$ cat src/rtl/hex_dump_fmt_pkg.sv
`default_nettype none
`timescale 1ns/1ps
// ============================================================================
// Module      : hex_dump_fmt_pkg
// Description : Shared types, ASCII constants and nibble-to-ASCII helper for
//               the hex dump formatter (HEXDUMP_ADDR_EN adds the ADDR state).
// Revision    : 1.0 - initial release
// ============================================================================
package hex_dump_fmt_pkg;

    typedef enum logic [2:0] {
        ST_IDLE = 3'd0,
`ifdef HEXDUMP_ADDR_EN
        ST_ADDR = 3'd1,
`endif
        ST_HI   = 3'd2,
        ST_LO   = 3'd3,
        ST_SEP  = 3'd4,
        ST_CR   = 3'd5,
        ST_LF   = 3'd6
    } state_t;

    typedef enum logic {
        PH_EMIT = 1'b0,
        PH_WAIT = 1'b1
    } phase_t;

    localparam logic [7:0] c_ASCII_SP    = 8'h20;
    localparam logic [7:0] c_ASCII_CR    = 8'h0D;
    localparam logic [7:0] c_ASCII_LF    = 8'h0A;
    localparam logic [7:0] c_ASCII_COLON = 8'h3A;

    // Strobe cycle plus the two cycles where the UART's ready output lags.
    localparam logic [1:0] c_WAIT_LOAD   = 2'd3;

    function automatic logic [7:0] nibble_to_ascii(input logic [3:0] nib);
        if (nib < 4'd10)
            return 8'h30 + {4'h0, nib};
        else
            return 8'h37 + {4'h0, nib};
    endfunction

endpackage
`default_nettype wire

$ cat src/rtl/hex_dump_fmt_byte_fifo.sv
`default_nettype none
`timescale 1ns/1ps
// ============================================================================
// Module      : byte_fifo
// Description : Byte FIFO with combinational read data and a drop indication
//               for pushes that cannot be accepted.
// Revision    : 1.0 - initial release
// ============================================================================
module byte_fifo #(
    parameter int DEPTH = 16
) (
    input  logic       clk,
    input  logic       rst,
    input  logic       push,
    input  logic [7:0] push_data,
    input  logic       pop,
    output logic [7:0] pop_data,
    output logic       full,
    output logic       empty,
    output logic       drop
);

    localparam int                c_PTR_W = $clog2(DEPTH);
    localparam logic [c_PTR_W:0]  c_FULL  = (c_PTR_W+1)'(DEPTH);

    logic [7:0]          r_mem [DEPTH];
    logic [c_PTR_W-1:0]  r_wr_ptr;
    logic [c_PTR_W-1:0]  r_rd_ptr;
    logic [c_PTR_W:0]    r_count;

    logic w_pop;
    logic w_wr;

    assign full     = (r_count == c_FULL);
    assign empty    = (r_count == '0);
    assign w_pop    = pop && !empty;
    // A pop in the same cycle frees the slot, so a full FIFO still accepts.
    assign w_wr     = push && (!full || w_pop);
    assign drop     = push && !w_wr;
    assign pop_data = r_mem[r_rd_ptr];

    always_ff @(posedge clk) begin
        if (w_wr)
            r_mem[r_wr_ptr] <= push_data;
    end

    always_ff @(posedge clk or negedge rst) begin
        if (!rst) begin
            r_wr_ptr <= '0;
            r_rd_ptr <= '0;
            r_count  <= '0;
        end else begin
            if (w_wr)
                r_wr_ptr <= r_wr_ptr + 1'b1;
            if (w_pop)
                r_rd_ptr <= r_rd_ptr + 1'b1;
            case ({w_wr, w_pop})
                2'b10:   r_count <= r_count + 1'b1;
                2'b01:   r_count <= r_count - 1'b1;
                default: r_count <= r_count;
            endcase
        end
    end

endmodule
`default_nettype wire

$ cat src/rtl/hex_dump_fmt.sv
`default_nettype none
`timescale 1ns/1ps
// ============================================================================
// Module      : hex_dump_fmt
// Description : Renders a flash byte stream as ASCII hex lines for a UART.
//               Define HEXDUMP_ADDR_EN to prefix each line with its address.
// Revision    : 1.0 - initial release
// ============================================================================
module hex_dump_fmt
    import hex_dump_fmt_pkg::*;
#(
    parameter int          DEPTH          = 16,
    parameter int          BYTES_PER_LINE = 16,
    parameter logic [23:0] BASE_ADDR      = 24'h100000
) (
    input  logic       clk,
    input  logic       rst,
    input  logic [7:0] in_data,
    input  logic       in_valid,
    input  logic       tx_ready,
    output logic       tx_start,
    output logic [7:0] tx_data,
    output logic       fifo_full,
    output logic       overflow,
    output logic       busy
);

    localparam logic [7:0] c_LINE_LAST = 8'(BYTES_PER_LINE);

    logic       w_fifo_pop;
    logic [7:0] w_fifo_data;
    logic       w_fifo_empty;
    logic       w_fifo_drop;
    logic [7:0] w_char;

    state_t      r_state;
    phase_t      r_phase;
    logic [1:0]  r_wait_cnt;
    logic [7:0]  r_byte;
    logic [7:0]  r_line_cnt;
    logic [23:0] r_addr;
    logic        r_tx_start;
    logic [7:0]  r_tx_data;
    logic        r_overflow;
`ifdef HEXDUMP_ADDR_EN
    logic [2:0]  r_nib_cnt;
`endif

    byte_fifo #(
        .DEPTH (DEPTH)
    ) u_fifo (
        .clk       (clk),
        .rst       (rst),
        .push      (in_valid),
        .push_data (in_data),
        .pop       (w_fifo_pop),
        .pop_data  (w_fifo_data),
        .full      (fifo_full),
        .empty     (w_fifo_empty),
        .drop      (w_fifo_drop)
    );

    assign w_fifo_pop = (r_state == ST_IDLE) && !w_fifo_empty;
    assign tx_start   = r_tx_start;
    assign tx_data    = r_tx_data;
    assign overflow   = r_overflow;
    assign busy       = !w_fifo_empty || (r_state != ST_IDLE);

    always_comb begin
        w_char = c_ASCII_SP;
        case (r_state)
`ifdef HEXDUMP_ADDR_EN
            ST_ADDR: begin
                case (r_nib_cnt)
                    3'd0:    w_char = nibble_to_ascii(r_addr[23:20]);
                    3'd1:    w_char = nibble_to_ascii(r_addr[19:16]);
                    3'd2:    w_char = nibble_to_ascii(r_addr[15:12]);
                    3'd3:    w_char = nibble_to_ascii(r_addr[11:8]);
                    3'd4:    w_char = nibble_to_ascii(r_addr[7:4]);
                    3'd5:    w_char = nibble_to_ascii(r_addr[3:0]);
                    3'd6:    w_char = c_ASCII_COLON;
                    default: w_char = c_ASCII_SP;
                endcase
            end
`endif
            ST_HI:   w_char = nibble_to_ascii(r_byte[7:4]);
            ST_LO:   w_char = nibble_to_ascii(r_byte[3:0]);
            ST_SEP:  w_char = c_ASCII_SP;
            ST_CR:   w_char = c_ASCII_CR;
            ST_LF:   w_char = c_ASCII_LF;
            default: w_char = c_ASCII_SP;
        endcase
    end

    always_ff @(posedge clk or negedge rst) begin
        if (!rst) begin
            r_state    <= ST_IDLE;
            r_phase    <= PH_EMIT;
            r_wait_cnt <= '0;
            r_byte     <= '0;
            r_line_cnt <= '0;
            r_addr     <= BASE_ADDR;
            r_tx_start <= 1'b0;
            r_tx_data  <= c_ASCII_SP;
            r_overflow <= 1'b0;
`ifdef HEXDUMP_ADDR_EN
            r_nib_cnt  <= '0;
`endif
        end else begin
            r_tx_start <= 1'b0;
            if (w_fifo_drop)
                r_overflow <= 1'b1;

            if (r_state == ST_IDLE) begin
                if (!w_fifo_empty) begin
                    r_byte  <= w_fifo_data;
                    r_phase <= PH_EMIT;
`ifdef HEXDUMP_ADDR_EN
                    r_nib_cnt <= '0;
                    r_state   <= (r_line_cnt == 8'd0) ? ST_ADDR : ST_HI;
`else
                    r_state   <= ST_HI;
`endif
                end
            end else if (r_phase == PH_EMIT) begin
                // The !r_tx_start term keeps strobes at least two cycles apart.
                if (tx_ready && !r_tx_start) begin
                    r_tx_start <= 1'b1;
                    r_tx_data  <= w_char;
                    r_phase    <= PH_WAIT;
                    r_wait_cnt <= c_WAIT_LOAD;
                end
            end else if (r_wait_cnt != 2'd0) begin
                r_wait_cnt <= r_wait_cnt - 2'd1;
            end else if (tx_ready) begin
                r_phase <= PH_EMIT;
                case (r_state)
`ifdef HEXDUMP_ADDR_EN
                    ST_ADDR: begin
                        if (r_nib_cnt == 3'd7)
                            r_state <= ST_HI;
                        else
                            r_nib_cnt <= r_nib_cnt + 3'd1;
                    end
`endif
                    ST_HI:   r_state <= ST_LO;
                    ST_LO: begin
                        r_addr <= r_addr + 24'd1;
                        if (r_line_cnt + 8'd1 == c_LINE_LAST) begin
                            r_line_cnt <= '0;
                            r_state    <= ST_CR;
                        end else begin
                            r_line_cnt <= r_line_cnt + 8'd1;
                            r_state    <= ST_SEP;
                        end
                    end
                    ST_CR:   r_state <= ST_LF;
                    default: r_state <= ST_IDLE;
                endcase
            end
        end
    end

endmodule
`default_nettype wire

$ cat config.mk
export PLATFORM = sky130hd
export DESIGN_NAME = hex_dump_fmt
export DESIGN_NICKNAME = d
export VERILOG_FILES = /design/src/rtl/hex_dump_fmt_pkg.sv /design/src/rtl/hex_dump_fmt_byte_fifo.sv /design/src/rtl/hex_dump_fmt.sv
export SDC_FILE = /design/constraint.sdc
export NUM_CORES = 1
export LEC_CHECK = 0
export CELL_PAD_IN_SITES_DETAIL_PLACEMENT = 0
export CELL_PAD_IN_SITES_GLOBAL_PLACEMENT = 1
export CORE_MARGIN = 1.5
export CORE_UTILIZATION = 47
export CTS_CLUSTER_SIZE = 28
export DETAILED_ROUTE_END_ITERATION = 10
export PLACE_DENSITY_LB_ADDON = 0.1
export SYNTH_ARGS = -nofsm -noshare
export SYNTH_HDL_FRONTEND = slang
export SYNTH_HIERARCHICAL = 1
export SYNTH_SLANG_ARGS = --single-unit
$ cat constraint.sdc
create_clock -name clk -period 2.8 [get_ports clk]
set_input_delay 0.56 -clock clk [delete_from_list [all_inputs] [get_ports clk]]
set_output_delay 0.56 -clock clk [all_outputs]
set_load 0.01 [all_outputs]
==> reports/metrics.cfg <==
[status]
status = complete, no violations

[timing]
min_period_over_period_pct = 94.4
rsz0062_at_grt = false
slew_headroom_pct = 41.5
fin_crit_ns = 2.64
skew_ns = 0.0138
fin_ws_ns = 0.156
slew_viol_final = 0
clock.fmax_mhz = 378
finalSetupViolCount = 0
hold_viol = 0
worst_pin_slew_ns = 0.875
finalSetupTns_ns = 0
whs_ns = 0.139

[clocking]
postCtsSetupBuffers = 0
cts_num_sinks = 172
clockRootBuffer = clkbuf_16
clk_pin_slew_worst_paths_ns = 0.07
cts_hold_buffers = 0
htreeDepth = 4
cts_buffers = 17
clockBufferDepth = 2
insertion_delay_ns = 0.44
cts_tree = built

[layout]
area_growth_pct = 15.4
layout_common_cells = edfxtp_1 (128), dfrtp_1 (42), nand2_1 (41)
antenna_cells = 0
drive_gt1_share_pct = 20.5
nets = 554
final_common_cell = edfxtp_1

[place]
portBuffers = 22
place_ws_ns = -0.156
dp_hpwl_mm = 10.3
gp_congestion = 0.799

[floorplanning]
core_sq_um = 15400
start_util_pct = 48.6
dieArea_sq_um = 16700
io_pins = 24
die_h_um = 129
row_count = 45
die_width_um = 129

[routing]
drc = 0
drtAntennaViolNets = 0
wirelength_mm = 15.0
vias = 4160
drtIter0Drc = 329
dr.pass1.iters = 5
wl_per_cell_um = 19.9
viasPerCell = 5.52

[power_and_ir_drop]
power.density_nw_per_um2 = 961
p_leak_nw = 3.11
irDropWorstVdd_mv = 0.484

[global_routing]
use_met2_pct = 28.5
antenna_found_initial = 0
grt_max_degree = 36
use_met3_pct = 4.62
grt-ovfl-total = 0
busiest_layer = met1
grt_pass1_vias = 4153
grt_pass1_wl_mm = 24.0
grt_usage_pct = 20.1
gr-usage-met1_pct = 30.3

[synth]
mappedNetlistArea_sq_um = 7470
syn_area_per_cell_sq_um = 15.2
synth_nets = 516
ys_types = 61
synth-warning-count = 6
ys.flop_type = edfxtp_1
synth_seq_cells = 172
synth_seq_area_share_pct = 66.2
synthArstFlopShare_pct = 25.6
syn_inst = 491
synth-edff-count = 128

[setup_path]
worstPathMaxFanout = 3
path_class = flip-flop to output pin
cp.required_ns = 2.24
startpoint_type = flip-flop
cp-end-kind = output pin
rrSetupSlack_ns = 0.18
worstPathArrival_ns = 2.08

[min_path]
hold_class = primary input to async pin

[flow_run]
drv_cap = 0

-- metal layers --
layer | up-vias | routed length, um
met4 | 0 | 256
met5 | - | 0
li1 | 1947 | -
met1 | 2094 | 7520
met2 | 100 | 6590
met3 | 19 | 644
-- what timing repair did --
| item | in CTS | in global routing |
|---|---|---|
| endpoints found under the setup margin | 10 | 17 |
| hold endpoints to repair | 0 | 0 |
| gates resized for setup | 4 | 3 |
-- per-stage QoR --
stage,total power [mW],instance area (sq um),instances,util [%]
CTS,8.36,8610,753,56.0
global route,8.77,8630,753,56.1
floorplan,5.30,7530,491,-
detailed placement,6.12,8050,721,52.4
finish,8.29,8630,753,56.1
global placement,6.09,8050,721,52.4
-- logic make-up after synthesis --
| logic type | Yosys count | synth area share (%) |
|---|---|---|
| buffers and inverters | 43 | 2.75 |
| adder cells (fa/ha/maj) | 13 | 2.28 |
| multiplexers | 42 | 11.3 |
| flip-flops | 172 | 66.2 |
| AND/OR/NAND/NOR | 128 | 8.57 |
| XOR/XNOR | 18 | 2.11 |
| other | 1 | 0.0502 |
| AO/OA/AOI/OAI | 74 | 6.80 |
-- power by group --
| part | total (mW) | leakage (nW) | switching, mW | internal, mW |
|---|---|---|---|---|
| Clock | 2.20 | 0.272 | 1.03 | 1.17 |
| Combinational | 2.62 | 1.14 | 1.38 | 1.24 |
| Sequential | 3.47 | 1.70 | 0.293 | 3.17 |
| Total | 8.29 | 3.11 | 2.70 | 5.59 |
-- state kept, by name, indices dropped and copies added (netlist names) --
register and count:
u_fifo/r_mem 128, r_byte 8, r_line_cnt 8, tx_data 7
u_fifo/r_count 5, u_fifo/r_rd_ptr 4, u_fifo/r_wr_ptr 4, r_state 3
r_wait_cnt 2, overflow 1, r_phase 1, tx_start 1
-- final timing paths --
kind	start	endpoint	cells after the start
setup / recovery	u_fifo/r_count[0]$_DFFE_PN0P_	busy	5
hold / removal	rst	r_line_cnt[1]$_DFFE_PN0P_	1
setup reg to reg	u_fifo/r_count[0]$_DFFE_PN0P_	u_fifo/r_count[4]$_DFFE_PN0P_	10
hold reg to reg	tx_data[4]$_DFFE_PN0P_	tx_data[4]$_DFFE_PN0P_	2
max in group asynchronous	rst	tx_data[5]$_DFFE_PN1P_	2
min in group clk	tx_data[4]$_DFFE_PN0P_	tx_data[4]$_DFFE_PN0P_	2
-- layout make-up --
class                           count  area [sq um]
Multi-Input combinational cell    276          2390
Sequential cell                   172          4950
Tap cell                          211           264
Clock inverter                     14           125
Fill cell                        1202          6750
Inverter                           19          71.3
Timing Repair Buffer               43           395
Clock buffer                       18           429
-- Yosys cell counts, drive strengths merged, types with 2 or more instances --
| master | instances | area [sq um] |
|---|---|---|
| a21o | 3 | 22.5 |
| and2 | 3 | 18.8 |
| a22oi | 16 | 120 |
| mux2 | 5 | 60.1 |
| mux2i | 5 | 62.6 |
| xnor2 | 12 | 105 |
| xor2 | 6 | 52.6 |
| buf | 16 | 104 |
| nor3 | 9 | 56.3 |
| nor4 | 2 | 27.5 |
| or2 | 3 | 18.8 |
| mux4 | 32 | 721 |
| nand2b | 9 | 56.3 |
| edfxtp | 128 | 3840 |
| inv | 19 | 71.3 |
| or3 | 4 | 30.0 |
| and3 | 3 | 18.8 |
| a31oi | 4 | 25.0 |
| o31ai | 2 | 15.0 |
| dfrtp | 43 | 1080 |
| nor2 | 29 | 109 |
| a211oi | 2 | 15.0 |
| nor2b | 6 | 37.5 |
| nand4 | 2 | 12.5 |
| a21oi | 12 | 60.1 |
| a211o | 2 | 17.5 |
| nand2 | 41 | 154 |
| o21ai | 16 | 83.8 |
| ha | 12 | 150 |
| nand3 | 12 | 60.1 |
| a22o | 6 | 52.6 |
| clkbuf | 8 | 30.0 |
-- critical path, stage by stage (launching register included) --
cell           delay (ns)
dfrtp_1              0.40
or4_4                0.56
nor2_4               0.16
buf_4                0.15
nand2_1              0.07
dlygate4sd2_1        0.30
Note: power is estimated with default switching activity, not from simulation.
